===== config.mk =====
export PLATFORM = sky130hd
export DESIGN_NAME = lut_v_arbiter
export DESIGN_NICKNAME = d
export VERILOG_FILES = /design/src/rtl/lut_v_arbiter.sv
export SDC_FILE = /design/constraint.sdc
export NUM_CORES = 1
export LEC_CHECK = 0
export CORE_MARGIN = 2
export CORE_UTILIZATION = 40
export DETAILED_ROUTE_END_ITERATION = 12
export PLACE_DENSITY = 0.79
export SLEW_MARGIN = 20
export SYNTH_ARGS = -nofsm -noshare
export SYNTH_HDL_FRONTEND = slang
export SYNTH_SLANG_ARGS = --single-unit

===== constraint.sdc =====
create_clock -name clk -period 1.45 [get_ports clk]
set_input_delay 0.2175 -clock clk [delete_from_list [all_inputs] [get_ports clk]]
set_output_delay 0.2175 -clock clk [all_outputs]
set_load 0.005 [all_outputs]

===== src/rtl/lut_v_arbiter.sv =====
// lut_v_arbiter: round-robin two-lane arbiter sharing one combinational V table, with per-lane response slots.
// Optional LUT_V_ARB_STATS_EN adds a saturating 16-bit count of cycles where both lanes are eligible.
module lut_v_arbiter #(
  parameter int DATA_WIDTH = 16,
  parameter int ADDR_WIDTH = 8
) (
  input  logic                    clk,
  input  logic                    reset,
`ifdef LUT_V_ARB_STATS_EN
  output logic [15:0]             conflict_cnt,
`endif
  input  logic                    req_valid_0,
  input  logic                    req_valid_1,
  output logic                    req_ready_0,
  output logic                    req_ready_1,
  input  logic [ADDR_WIDTH/2-1:0] req_nsyms_0,
  input  logic [ADDR_WIDTH/2-1:0] req_nsyms_1,
  input  logic [ADDR_WIDTH/2-1:0] req_symbol_0,
  input  logic [ADDR_WIDTH/2-1:0] req_symbol_1,
  output logic                    rsp_valid_0,
  output logic                    rsp_valid_1,
  input  logic                    rsp_ready_0,
  input  logic                    rsp_ready_1,
  output logic [DATA_WIDTH-1:0]   rsp_v_0,
  output logic [DATA_WIDTH-1:0]   rsp_v_1,
  output logic                    rsp_err_0,
  output logic                    rsp_err_1,
  output logic [ADDR_WIDTH-1:0]   lut_addr,
  input  logic [DATA_WIDTH-1:0]   lut_q
);
  logic elig_0, elig_1, prio;
  always_comb begin
    elig_0 = req_valid_0 & (~rsp_valid_0 | rsp_ready_0);
    elig_1 = req_valid_1 & (~rsp_valid_1 | rsp_ready_1);
    req_ready_0 = ~reset & elig_0 & (~elig_1 | ~prio);
    req_ready_1 = ~reset & elig_1 & (~elig_0 | prio);
    lut_addr = req_ready_0 ? {req_nsyms_0, req_symbol_0} :
               req_ready_1 ? {req_nsyms_1, req_symbol_1} : '0;
  end
  always_ff @(posedge clk or posedge reset) begin
    if (reset) begin
      prio <= 1'b0;
      rsp_valid_0 <= 1'b0;
      rsp_valid_1 <= 1'b0;
      rsp_v_0 <= '0;
      rsp_v_1 <= '0;
      rsp_err_0 <= 1'b0;
      rsp_err_1 <= 1'b0;
    end else begin
      prio <= req_ready_0 ? 1'b1 : req_ready_1 ? 1'b0 : prio;
      if (req_ready_0) begin
        rsp_v_0 <= lut_q;
        rsp_err_0 <= req_symbol_0 >= req_nsyms_0;
        rsp_valid_0 <= 1'b1;
      end else if (rsp_ready_0) rsp_valid_0 <= 1'b0;
      if (req_ready_1) begin
        rsp_v_1 <= lut_q;
        rsp_err_1 <= req_symbol_1 >= req_nsyms_1;
        rsp_valid_1 <= 1'b1;
      end else if (rsp_ready_1) rsp_valid_1 <= 1'b0;
    end
  end
`ifdef LUT_V_ARB_STATS_EN
  always_ff @(posedge clk or posedge reset)
    if (reset) conflict_cnt <= '0;
    else if (elig_0 & elig_1 & (conflict_cnt != 16'hFFFF)) conflict_cnt <= conflict_cnt + 16'd1;
`endif
endmodule


== Yosys cells after proc, flatten, opt, wreduce, memory -nomap -nowiden ==
Cells that the tools add are included.
Cells by class
  $lt $le $gt $ge: 2
  mux-type cells: 8
  bitwise gates (word level): 16
  reductions and logical operators: 3
Operators with widths (count)
  $mux W8: 2
  $ge A4 B4 Y1: 2
  $and A1 B1 Y1: 6
  $mux W1: 6
  $not A1 Y1: 6
  $reduce_bool A2 Y1: 3
  $or A1 B1 Y1: 4
Storage, ports and cells
  flip-flop bits (word level): 37
  input port bits: 38
  output and inout port bits: 46
  word-level logic and storage cells: 36

== Depth between registers and ports, before layout ==
Gate-level depths: netlist of run 1.
  word-level depth: 8
  mapped depth: 6
  mapped depth without buffers: 6

== Worst setup path after synthesis of run 1 ==
No wires, ideal clock.
  path type: flip-flop to output port
  start: register rsp_valid_1
  end: output port lut_addr[3]
  arrival time: 1.180 ns
  data required time: 1.233 ns
  slack: 0.052 ns
  cell stages (with the launch flop): 6
  buffers on the path: 1
  cells stage by stage: dfrtp_1 -> nor2b_4 -> o211ai_4 -> inv_2 -> buf_6 -> a22o_4
Between the ends
  longest elaborated chain between the ends: 7
  elaborated cells on any way between the ends: 10
  those cells by class: mux: 2; bitwise: 8
RTL lines
  start: declaration: RTL line 21  | output logic rsp_valid_1,
  start signal: assignment: RTL line 44  | rsp_valid_1 <= 1'b0;
  start signal: assignment: RTL line 59  | rsp_valid_1 <= 1'b1;
  start signal: assignment: RTL line 60  | end else if (rsp_ready_1) rsp_valid_1 <= 1'b0;
  $not A1 Y1 *: RTL line 34  | elig_1 = req_valid_1 & (~rsp_valid_1 | rsp_ready_1);
  $or A1 B1 Y1 *: RTL line 34
  $and A1 B1 Y1 *: RTL line 34
  $and A1 B1 Y1 / $not A1 Y1 (equally long branches): RTL line 36, 35
  $and A1 B1 Y1 / $or A1 B1 Y1 (equally long branches): RTL line 36, 35
  $mux W8 / $and A1 B1 Y1 (equally long branches): RTL line 38, 35
  $mux W8 *: RTL line 37  | lut_addr = req_ready_0 ? {req_nsyms_0, req_symbol_0} :
  end: declaration: RTL line 28  | output logic [ADDR_WIDTH-1:0] lut_addr,
Every way passes the cells marked *; elsewhere a longest branch is shown, timed or not.

== Worst setup path after layout of run 1 ==
  start: input port rsp_ready_0
  end: output port lut_addr[2]
Between the ends
  longest elaborated chain between the ends: 7
  elaborated cells on any way between the ends: 9
  those cells by class: mux: 2; bitwise: 7
RTL lines
  start: declaration: RTL line 22  | input logic rsp_ready_0,
  $or A1 B1 Y1 *: RTL line 33  | elig_0 = req_valid_0 & (~rsp_valid_0 | rsp_ready_0);
  $and A1 B1 Y1 *: RTL line 33
  $not A1 Y1: RTL line 36  | req_ready_1 = ~reset & elig_1 & (~elig_0 | prio);
  $or A1 B1 Y1: RTL line 36
  $and A1 B1 Y1: RTL line 36
  $mux W8: RTL line 38  | req_ready_1 ? {req_nsyms_1, req_symbol_1} : '0;
  $mux W8 *: RTL line 37
Marked as above.

==> run_results.csv, run 1 <==
group,metric,value,unit
route,ant_nets,0,
yosys,synth_cells,192,
clock_tree,tritoncts,"built",
timing,drv_slew,0,
floorplanning,starting_density_of_the_core,0.408,
placement,port_buffer_cells,83,
power_and_ir_drop,p_per_area,1090,nW/um^2
clock_tree,worstSkewPairLatency,0.28,ns
cells_and_area,post-route-util,0.727,
cells_and_area,diodes,0,
route,finalWirelength,5310,um
cells_and_area,final_nets,357,
clock_tree,cts_htree_levels,2,
floorplanning,num_rows,24,
timing,period_needed,1.84,ns
floorplanning,die_x,70.2,um
yosys,synth_seq_cells,37,
critical_path,critPathRequiredTime,1.23,ns
job,max_cap_viol_count,0,
cells_and_area,syn_to_final_growth,78.2,%
placement,globalplace.congestion,0.745,
route,wl_per_cell,14.6,um
yosys,synth.cell_area,1750,sq um
yosys,synth_fp_nets,238,
critical_path,critical_path.endpoint_type,"primary output",
floorplanning,die_height,70.2,um
yosys,number_of_warnings_issued_by_yosys,0,
global_route,number_of_global_route_vias_before_repair,1684,
route,num_vias,1728,
clock_tree,numClockSinks,37,
timing,unrepaired_setup_endpoints_after_global_routing,"yes",
placement,dp_hpwl,3470,um
global_route,grt_pass1_wl,7850,um
route,drt_first_iter_violations,63,
yosys,post_synth_num_cell_types,25,
timing,setup_viol_count_final,13,
global_route,antenna_found_initial,0,
critical_path,timing.setup.critical_path_class,"in -> out",
critical_path,start_kind,"input pin",
clock_tree,cts-buffers-inserted,5,
critical_path,critPathMaxStageDelay,0.40,ns
critical_path,cp_max_fo,4,
floorplanning,coreArea,4290,sq um
clock_tree,cts.reportedPaths.clkPinSlew,0.07,ns
floorplanning,floorplan.io_pins,84,
timing,achievable-frequency,544,MHz
timing,hold_violations,0,
global_route,grt_util_all_layers,0.203,
route,post_drt_via_cell_ratio,4.76,
route,post-route-drc-count,0,
clock_tree,cts-root-to-sink-buffers,2,
route,dr.pass1.iters,4,
hold_path,hold_path.class,"in -> async",
timing,tightest_slew,0.212,ns
run_status,failed_checks,"setup timing",
run_status,run_status,"complete, but fails checks",
clock_tree,ctsRootBufferMaster,"sky130_fd_sc_hd__clkbuf_8",
floorplanning,die_area,4920,sq um
power_and_ir_drop,post-layout-total-power,3400,uW
cells_and_area,drive_gt1_frac,0.257,
timing,fin_crit_sh,1.27,
power_and_ir_drop,leakagePower,0.00161,uW
critical_path,path_cells,"clkdlybuf4s50_1 > nand2b_4 > a211o_4 > clkinv_4 > buf_6 > buf_6 > a22o_1 > buf_2",
critical_path,timing.critical_path.slowest_stage_cell,"sky130_fd_sc_hd__clkdlybuf4s50_1",
timing,final.setup.worst_slack,-0.389,ns
timing,timing.slew.headroom,0.858,
critical_path,timing.critical_path.mode_cell,"sky130_fd_sc_hd__buf_6",
yosys,ys_seq_area_frac,0.529,
placement,post-place-ws,-0.710,ns
critical_path,worstPathArrival,1.62,ns
global_route,global_route.overflow_total,0,
timing,timing.clock.skew,0.00295,ns
global_route,largest_net_degree_at_the_start_of_global_routing,38,
power_and_ir_drop,irDropWorstVdd,649,uV
yosys,synth.avg_cell_area,9.12,sq um
clock_tree,ctsHoldBuffers,0,
-- layout make-up --
| type | count | area, sq um |
|---|---|---|
| timing repair buffer | 120 | 1200 |
| fill | 319 | 1170 |
| sequential | 37 | 926 |
| multi-input combinational | 136 | 791 |
| clock buffer | 6 | 82.6 |
| tap | 52 | 65.1 |
| inverter | 11 | 48.8 |
| clock inverter | 1 | 7.51 |
-- per-stage QoR --
step                      hold slack (ns)  area, sq um  cells  TNS [ns]
after global placement              0.456         2750    340    -12.19
after global routing                0.186         3120    363     -3.94
after detailed placement            0.462         2750    340    -13.74
final                               0.178         3120    363     -3.04
after floorplan                     0.323         1750    192         0
after CTS                           0.177         2950    358     -3.01
-- per-layer routing --
layer | track usage | up-vias | part of all wire
met5 | 0 | - | 0
met4 | 0.0513 | 0 | 0.0068
met3 | 0.0620 | 5 | 0.069
met2 | 0.353 | 74 | 0.53
met1 | 0.244 | 807 | 0.40
li1 | - | 842 | -
-- logic make-up after synthesis --
family | synth area share
AOI/OAI and AO/OA | 0.0907
and+or+nand+nor | 0.259
buffers and inverters | 0.0643
adders and majority gates | 0.0571
DFF | 0.529
-- cells in the mapped netlist --
cell / number / area share
sky130_fd_sc_hd__buf_8: 1 / 0.0086
sky130_fd_sc_hd__dfrtp_1: 37 / 0.53
sky130_fd_sc_hd__a21oi_1: 1 / 0.0029
sky130_fd_sc_hd__inv_1: 9 / 0.019
sky130_fd_sc_hd__nand2b_4: 1 / 0.0079
sky130_fd_sc_hd__ha_1: 8 / 0.057
sky130_fd_sc_hd__nand2_1: 99 / 0.21
sky130_fd_sc_hd__a211o_1: 2 / 0.010
sky130_fd_sc_hd__nor2b_4: 1 / 0.0079
sky130_fd_sc_hd__a22o_1: 3 / 0.015
sky130_fd_sc_hd__buf_2: 4 / 0.011
sky130_fd_sc_hd__o211ai_1: 2 / 0.0086
sky130_fd_sc_hd__inv_2: 1 / 0.0021
sky130_fd_sc_hd__o22ai_1: 4 / 0.014
sky130_fd_sc_hd__o21ai_0: 1 / 0.0029
sky130_fd_sc_hd__buf_6: 3 / 0.019
sky130_fd_sc_hd__nor2b_1: 2 / 0.0071
sky130_fd_sc_hd__nor2_2: 1 / 0.0036
sky130_fd_sc_hd__inv_4: 1 / 0.0036
sky130_fd_sc_hd__nor2_1: 3 / 0.0064
sky130_fd_sc_hd__a211o_4: 1 / 0.010
sky130_fd_sc_hd__nand2b_1: 4 / 0.014
sky130_fd_sc_hd__o211ai_4: 1 / 0.012
sky130_fd_sc_hd__a22o_4: 1 / 0.010
sky130_fd_sc_hd__a21oi_2: 1 / 0.0050
-- cells in the final DEF, fill, tap and decap left out, drive strengths merged, types with 4 or more instances in the layout --
master,n
a22o,4
buf,45
clkbuf,8
clkdlybuf4s50,65
dfrtp,37
dlygate4sd2,5
ha,8
inv,10
nand2,99
nand2b,5
nor2,4
o22ai,4
-- where the power goes --
group / leakage [uW] / switching (uW) / internal, uW
sequential: 0.000457 / 145 / 1270
clock: 0.0000433 / 351 / 375
combinational: 0.00111 / 468 / 790
total: 0.00161 / 964 / 2440
-- worst max-delay path, delay by kind of cell --
kind | cells | cell delay, ns
AO/OA/AOI/OAI | 2 | 0.48
AND/OR/NAND/NOR | 1 | 0.16
buffers and inverters | 5 | 0.75
-- path summary, 6_finish.rpt --
check / end / from / slack, ns / depth (start not counted)
worst max-delay path: lut_addr[2] / rsp_ready_0 / -0.39 / 8
worst min-delay path: rsp_valid_0 / reset / 0.18 / 3
worst max register to register: rsp_v_1[1] / prio / -0.02 / 8
worst min register to register: rsp_v_0[1] / rsp_v_0[1] / 0.48 / 2
min in group clk: rsp_valid_1 / rsp_ready_1 / 0.29 / 3
max in group asynchronous: rsp_v_0[9] / reset / 1.08 / 3
-- registers in the layout, summed over array words and instances, names as in the netlist --
| register | count |
|---|---|
| prio | 1 |
| rsp_err_0 | 1 |
| rsp_valid_1 | 1 |
| rsp_v_1 | 16 |
| rsp_valid_0 | 1 |
| rsp_v_0 | 16 |
| rsp_err_1 | 1 |
-- repair_timing --
item / 4_1_cts / 5_1_grt
endpoints found under the setup margin: 12 / 29
gates cloned: 0 / 2
pin swaps: 5 / 10
gates resized for setup: 65 / 29
setup buffers: 11 / 4
Power figures use the tool's default switching activity.
==> inputs of run 2 (changes only) <==
Settings changed: SETUP_SLACK_MARGIN from default to 0.4.
==> run_results.csv, run 2 (synthesis gave the netlist of run 1 again) <==
group,metric,value,unit
clock_tree,cts.reportedPaths.clkPinSlew,0.07,ns
floorplanning,num_rows,24,
global_route,grt_util_all_layers,0.233,
route,num_vias,1830,
global_route,grtUsageMet2,0.389,
cells_and_area,final_nets,379,
route,ant_nets,0,
clock_tree,numClockSinks,37,
clock_tree,ctsRootBufferMaster,"sky130_fd_sc_hd__clkbuf_8",
cells_and_area,diodes,0,
cells_and_area,syn_to_final_growth,87.9,%
placement,dp_hpwl,3380,um
timing,final.setup.worst_slack,-0.383,ns
critical_path,critPathRequiredTime,1.23,ns
timing,timing.slew.headroom,0.830,
clock_tree,cts-buffers-inserted,5,
job,max_cap_viol_count,0,
critical_path,r2r_end,"rsp_v_0[14]",
critical_path,cp_max_fo,4,
timing,hold_violations,0,
global_route,grtUsageMet3,0.0707,
critical_path,depth_of_the_worst_register_to_register_path,11,
critical_path,timing.setup.critical_path_class,"in -> out",
route,dr.pass1.iters,4,
timing,whs,0.296,ns
route,wl_per_cell,15.1,um
critical_path,critical_path.endpoint_type,"primary output",
floorplanning,die_x,70.2,um
critical_path,start_kind,"input pin",
global_route,groute.layer.met1.usage,0.297,
power_and_ir_drop,irDropWorstVdd,618,uV
cells_and_area,drive_gt1_frac,0.530,
clock_tree,tritoncts,"built",
clock_tree,cts_htree_levels,2,
floorplanning,coreArea,4290,sq um
timing,fin_crit_sh,1.26,
global_route,global_route.overflow_total,0,
global_route,antenna_found_initial,0,
global_route,number_of_global_route_vias_before_repair,1867,
floorplanning,floorplan.io_pins,84,
timing,drv_slew,0,
timing,tightest_slew,0.253,ns
global_route,grt_pass1_wl,9000,um
power_and_ir_drop,post-layout-total-power,3420,uW
cells_and_area,leading_cell_type_in_the_layout_fill_and_taps_excluded,"sky130_fd_sc_hd__nand2_1",
floorplanning,die_area,4920,sq um
run_status,failed_checks,"setup timing",
floorplanning,starting_density_of_the_core,0.408,
route,drt_first_iter_violations,112,
run_status,run_status,"complete, but fails checks",
power_and_ir_drop,leakagePower,0.00178,uW
timing,timing.clock.skew,0.00230,ns
placement,post-place-ws,-0.723,ns
route,post_drt_via_cell_ratio,4.77,
clock_tree,worstSkewPairLatency,0.28,ns
timing,setup_viol_count_final,46,
clock_tree,cts-root-to-sink-buffers,2,
critical_path,r2r_slack,-0.25,ns
timing,achievable-frequency,545,MHz
route,post-route-drc-count,0,
power_and_ir_drop,p_per_area,1040,nW/um^2
cells_and_area,reg.largest.list,"rsp_v_0: 16 flops, rsp_v_1: 16 flops",
route,finalWirelength,5810,um
critical_path,launching_point_of_the_worst_reg2reg_path,"rsp_valid_1",
global_route,largest_net_degree_at_the_start_of_global_routing,38,
floorplanning,die_height,70.2,um
hold_path,hold_path.class,"in -> async",
timing,setup_tns,-7.94,ns
critical_path,worstPathArrival,1.62,ns
cells_and_area,layout.cells.most_common_list,"sky130_fd_sc_hd__nand2_1 (51), sky130_fd_sc_hd__buf_2 (43), sky130_fd_sc_hd__nand2_2 (38), sky130_fd_sc_hd__dfrtp_1 (37), sky130_fd_sc_hd__clkdlybuf4s50_1 (33)",
placement,globalplace.congestion,0.776,
placement,port_buffer_cells,83,
timing,unrepaired_setup_endpoints_after_global_routing,"yes",
timing,period_needed,1.83,ns
global_route,busiest_layer,"met2",
-- run 2: how the worst max path moves through the flow --
stage / start / endpoint / slack [ns] / cells after the start
after floorplan: rsp_valid_1 / lut_addr[3] / 0.09 / 5
after global placement: reset / lut_addr[1] / -0.69 / 6
after detailed placement: reset / lut_addr[2] / -0.72 / 6
after CTS: rsp_valid_1 / lut_addr[6] / -0.37 / 6
after global routing: rsp_valid_1 / lut_addr[5] / -0.43 / 6
final: req_valid_0 / lut_addr[5] / -0.38 / 7
-- run 2: layout make-up --
class | instances | area, sq um
Clock buffer | 5 | 68.8
Clock inverter | 1 | 5.00
Fill cell | 293 | 1000
Inverter | 11 | 52.6
Multi-Input combinational cell | 136 | 927
Sequential cell | 37 | 926
Tap cell | 52 | 65.1
Timing Repair Buffer | 142 | 1250
-- run 2: critical path: stages --
cell	delay, ns
sky130_fd_sc_hd__clkdlybuf4s50_1	0.43
sky130_fd_sc_hd__nor2b_1	0.15
sky130_fd_sc_hd__a211o_4	0.37
sky130_fd_sc_hd__buf_6	0.13
sky130_fd_sc_hd__buf_12	0.11
sky130_fd_sc_hd__o22ai_2	0.07
sky130_fd_sc_hd__buf_2	0.12
-- run 2: layer usage --
layer  vias to the layer above  wire length, um
li1                        883                -
met1                       878             2480
met2                        61             2960
met4                         0               61
met5                         -                0
met3                         8              307
-- run 2: report_power, final --
| part | leakage [uW] | internal [uW] | switching [uW] | total [uW] |
|---|---|---|---|---|
| sequential | 0.000457 | 1270 | 144 | 1420 |
| combinational | 0.00128 | 769 | 589 | 1360 |
| clock | 0.0000399 | 316 | 335 | 651 |
-- run 2: timing repair --
action	in CTS	in global routing
pin swaps	31	33
buffers inserted	31	2
setup endpoints to repair	83	56
gates cloned	4	0
hold buffers	0	0
gates resized for setup	253	43
-- run 2: stage by stage --
step                area [sq um]  std cells   util
finish                      3290        384  0.767
global route                3290        384  0.767
CTS                         3130        382  0.730
detailed placement          2790        341  0.649
global placement            2790        341  0.649
floorplan                   1780        192      -
==> inputs of run 3 (changes only) <==
Settings changed: MAX_ROUTING_LAYER from default to met4.
==> run_results.csv, run 3 (synthesis gave the netlist of run 1 again) <==
group,metric,value,unit
placement,cell_count_after_placement,341,
global_route,global_route.overflow_total,0,
global_route,largest_net_degree_at_the_start_of_global_routing,38,
cells_and_area,diodes,0,
timing,final.setup.worst_slack,-0.383,ns
critical_path,critical_path.endpoint_type,"primary output",
cells_and_area,final_nets,379,
placement,globalplace.congestion,0.786,
cells_and_area,drive_gt1_frac,0.530,
timing,whs,0.295,ns
floorplanning,die_height,70.2,um
floorplanning,num_rows,24,
clock_tree,numClockSinks,37,
run_status,failed_checks,"setup timing",
timing,drv_slew,0,
clock_tree,cts-buffers-inserted,5,
global_route,number_of_global_route_vias_before_repair,1871,
global_route,antenna_found_initial,0,
critical_path,cp_max_fo,4,
floorplanning,starting_density_of_the_core,0.408,
route,dr.pass1.iters,4,
route,wl_per_cell,15.3,um
timing,timing.slew.headroom,0.830,
placement,port_buffer_cells,83,
placement,post-place-ws,-0.723,ns
cells_and_area,syn_to_final_growth,87.9,%
clock_tree,ctsRootBufferMaster,"sky130_fd_sc_hd__clkbuf_8",
clock_tree,worstSkewPairLatency,0.28,ns
critical_path,start_kind,"input pin",
timing,unrepaired_setup_endpoints_after_global_routing,"yes",
floorplanning,die_x,70.2,um
placement,dp_hpwl,3380,um
timing,fin_crit_sh,1.26,
timing,setup_viol_count_final,46,
critical_path,timing.setup.critical_path_class,"in -> out",
floorplanning,die_area,4920,sq um
critical_path,depth_of_the_worst_register_to_register_path,11,
clock_tree,ctsHoldBuffers,0,
cells_and_area,reg.largest.list,"rsp_v_0: 16 flops, rsp_v_1: 16 flops",
power_and_ir_drop,p_per_area,1040,nW/um^2
run_status,run_status,"complete, but fails checks",
power_and_ir_drop,leakagePower,0.00178,uW
clock_tree,cts-root-to-sink-buffers,2,
global_route,grt_pass1_wl,8980,um
floorplanning,floorplan.io_pins,84,
clock_tree,cts_htree_levels,2,
timing,tightest_slew,0.254,ns
global_route,grt_util_all_layers,0.239,
cells_and_area,leading_cell_type_in_the_layout_fill_and_taps_excluded,"sky130_fd_sc_hd__nand2_1",
route,num_vias,1847,
route,post_drt_via_cell_ratio,4.81,
timing,hold_violations,0,
route,finalWirelength,5860,um
cells_and_area,instances_no_fill,384,
job,max_cap_viol_count,0,
critical_path,critPathRequiredTime,1.23,ns
critical_path,worstPathArrival,1.62,ns
route,drt_first_iter_violations,103,
timing,achievable-frequency,546,MHz
clock_tree,cts.reportedPaths.clkPinSlew,0.07,ns
route,post-route-drc-count,0,
power_and_ir_drop,irDropWorstVdd,615,uV
cells_and_area,layout.cells.most_common_list,"sky130_fd_sc_hd__nand2_1 (51), sky130_fd_sc_hd__buf_2 (43), sky130_fd_sc_hd__nand2_2 (38), sky130_fd_sc_hd__dfrtp_1 (37), sky130_fd_sc_hd__clkdlybuf4s50_1 (33)",
route,ant_nets,0,
clock_tree,tritoncts,"built",
timing,period_needed,1.83,ns
timing,timing.clock.skew,0.00141,ns
hold_path,hold_path.class,"in -> async",
floorplanning,coreArea,4290,sq um
[run 3: cell counts in the layout (fill, tap and decap cells not counted)]
No cell type changed its count.
[run 3: repair_timing]
item | 4_1_cts | 5_1_grt
setup buffers | 31 | 2
resized for setup | 253 | 43
cloned | 4 | 0
pin swaps | 31 | 33
setup endpoints to repair | 83 | 56
[run 3: layer usage]
layer	part of all wire	global-route usage
met5	0	-
met4	0.010	0.0556
met3	0.052	0.0649
met2	0.51	0.389
met1	0.43	0.301
[run 3: power by group]
part	switching, uW	total, uW	internal [uW]
Sequential	144	1420	1270
Combinational	592	1360	769
Clock	335	651	316
[run 3: worst paths after layout]
check / from / endpoint / slack [ns]
setup / recovery: req_valid_0 / lut_addr[5] / -0.38
hold / removal: reset / rsp_valid_0 / 0.30
setup reg to reg: rsp_valid_1 / rsp_v_0[14] / -0.26
hold reg to reg: rsp_v_1[10] / rsp_v_1[10] / 0.47
max in group asynchronous: reset / rsp_v_0[15] / 0.97
min in group clk: rsp_ready_0 / rsp_valid_0 / 0.37
[run 3: area by class of cell]
type                            instances  area, sq um
Clock buffer                            5         68.8
Clock inverter                          1         5.00
Fill cell                             293         1000
Inverter                               11         52.6
Multi-Input combinational cell        136          927
Sequential cell                        37          926
Tap cell                               52         65.1
Timing Repair Buffer                  142         1250
[run 3: per-stage QoR]
stage	total power (uW)	cell area, sq um	TNS (ns)	utilization
after global placement	2550	2790	-13.62	0.649
final	3430	3290	-7.97	0.767
after detailed placement	2580	2790	-14.27	0.649
after CTS	3290	3130	-5.46	0.730
after global routing	3610	3290	-10.01	0.767
after floorplan	1810	1780	0	-
[run 3: worst max-delay path: stages]
cell	delay, ns
sky130_fd_sc_hd__clkdlybuf4s50_1	0.43
sky130_fd_sc_hd__nor2b_1	0.15
sky130_fd_sc_hd__a211o_4	0.37
sky130_fd_sc_hd__buf_6	0.14
sky130_fd_sc_hd__buf_12	0.11
sky130_fd_sc_hd__o22ai_2	0.07
sky130_fd_sc_hd__buf_2	0.12
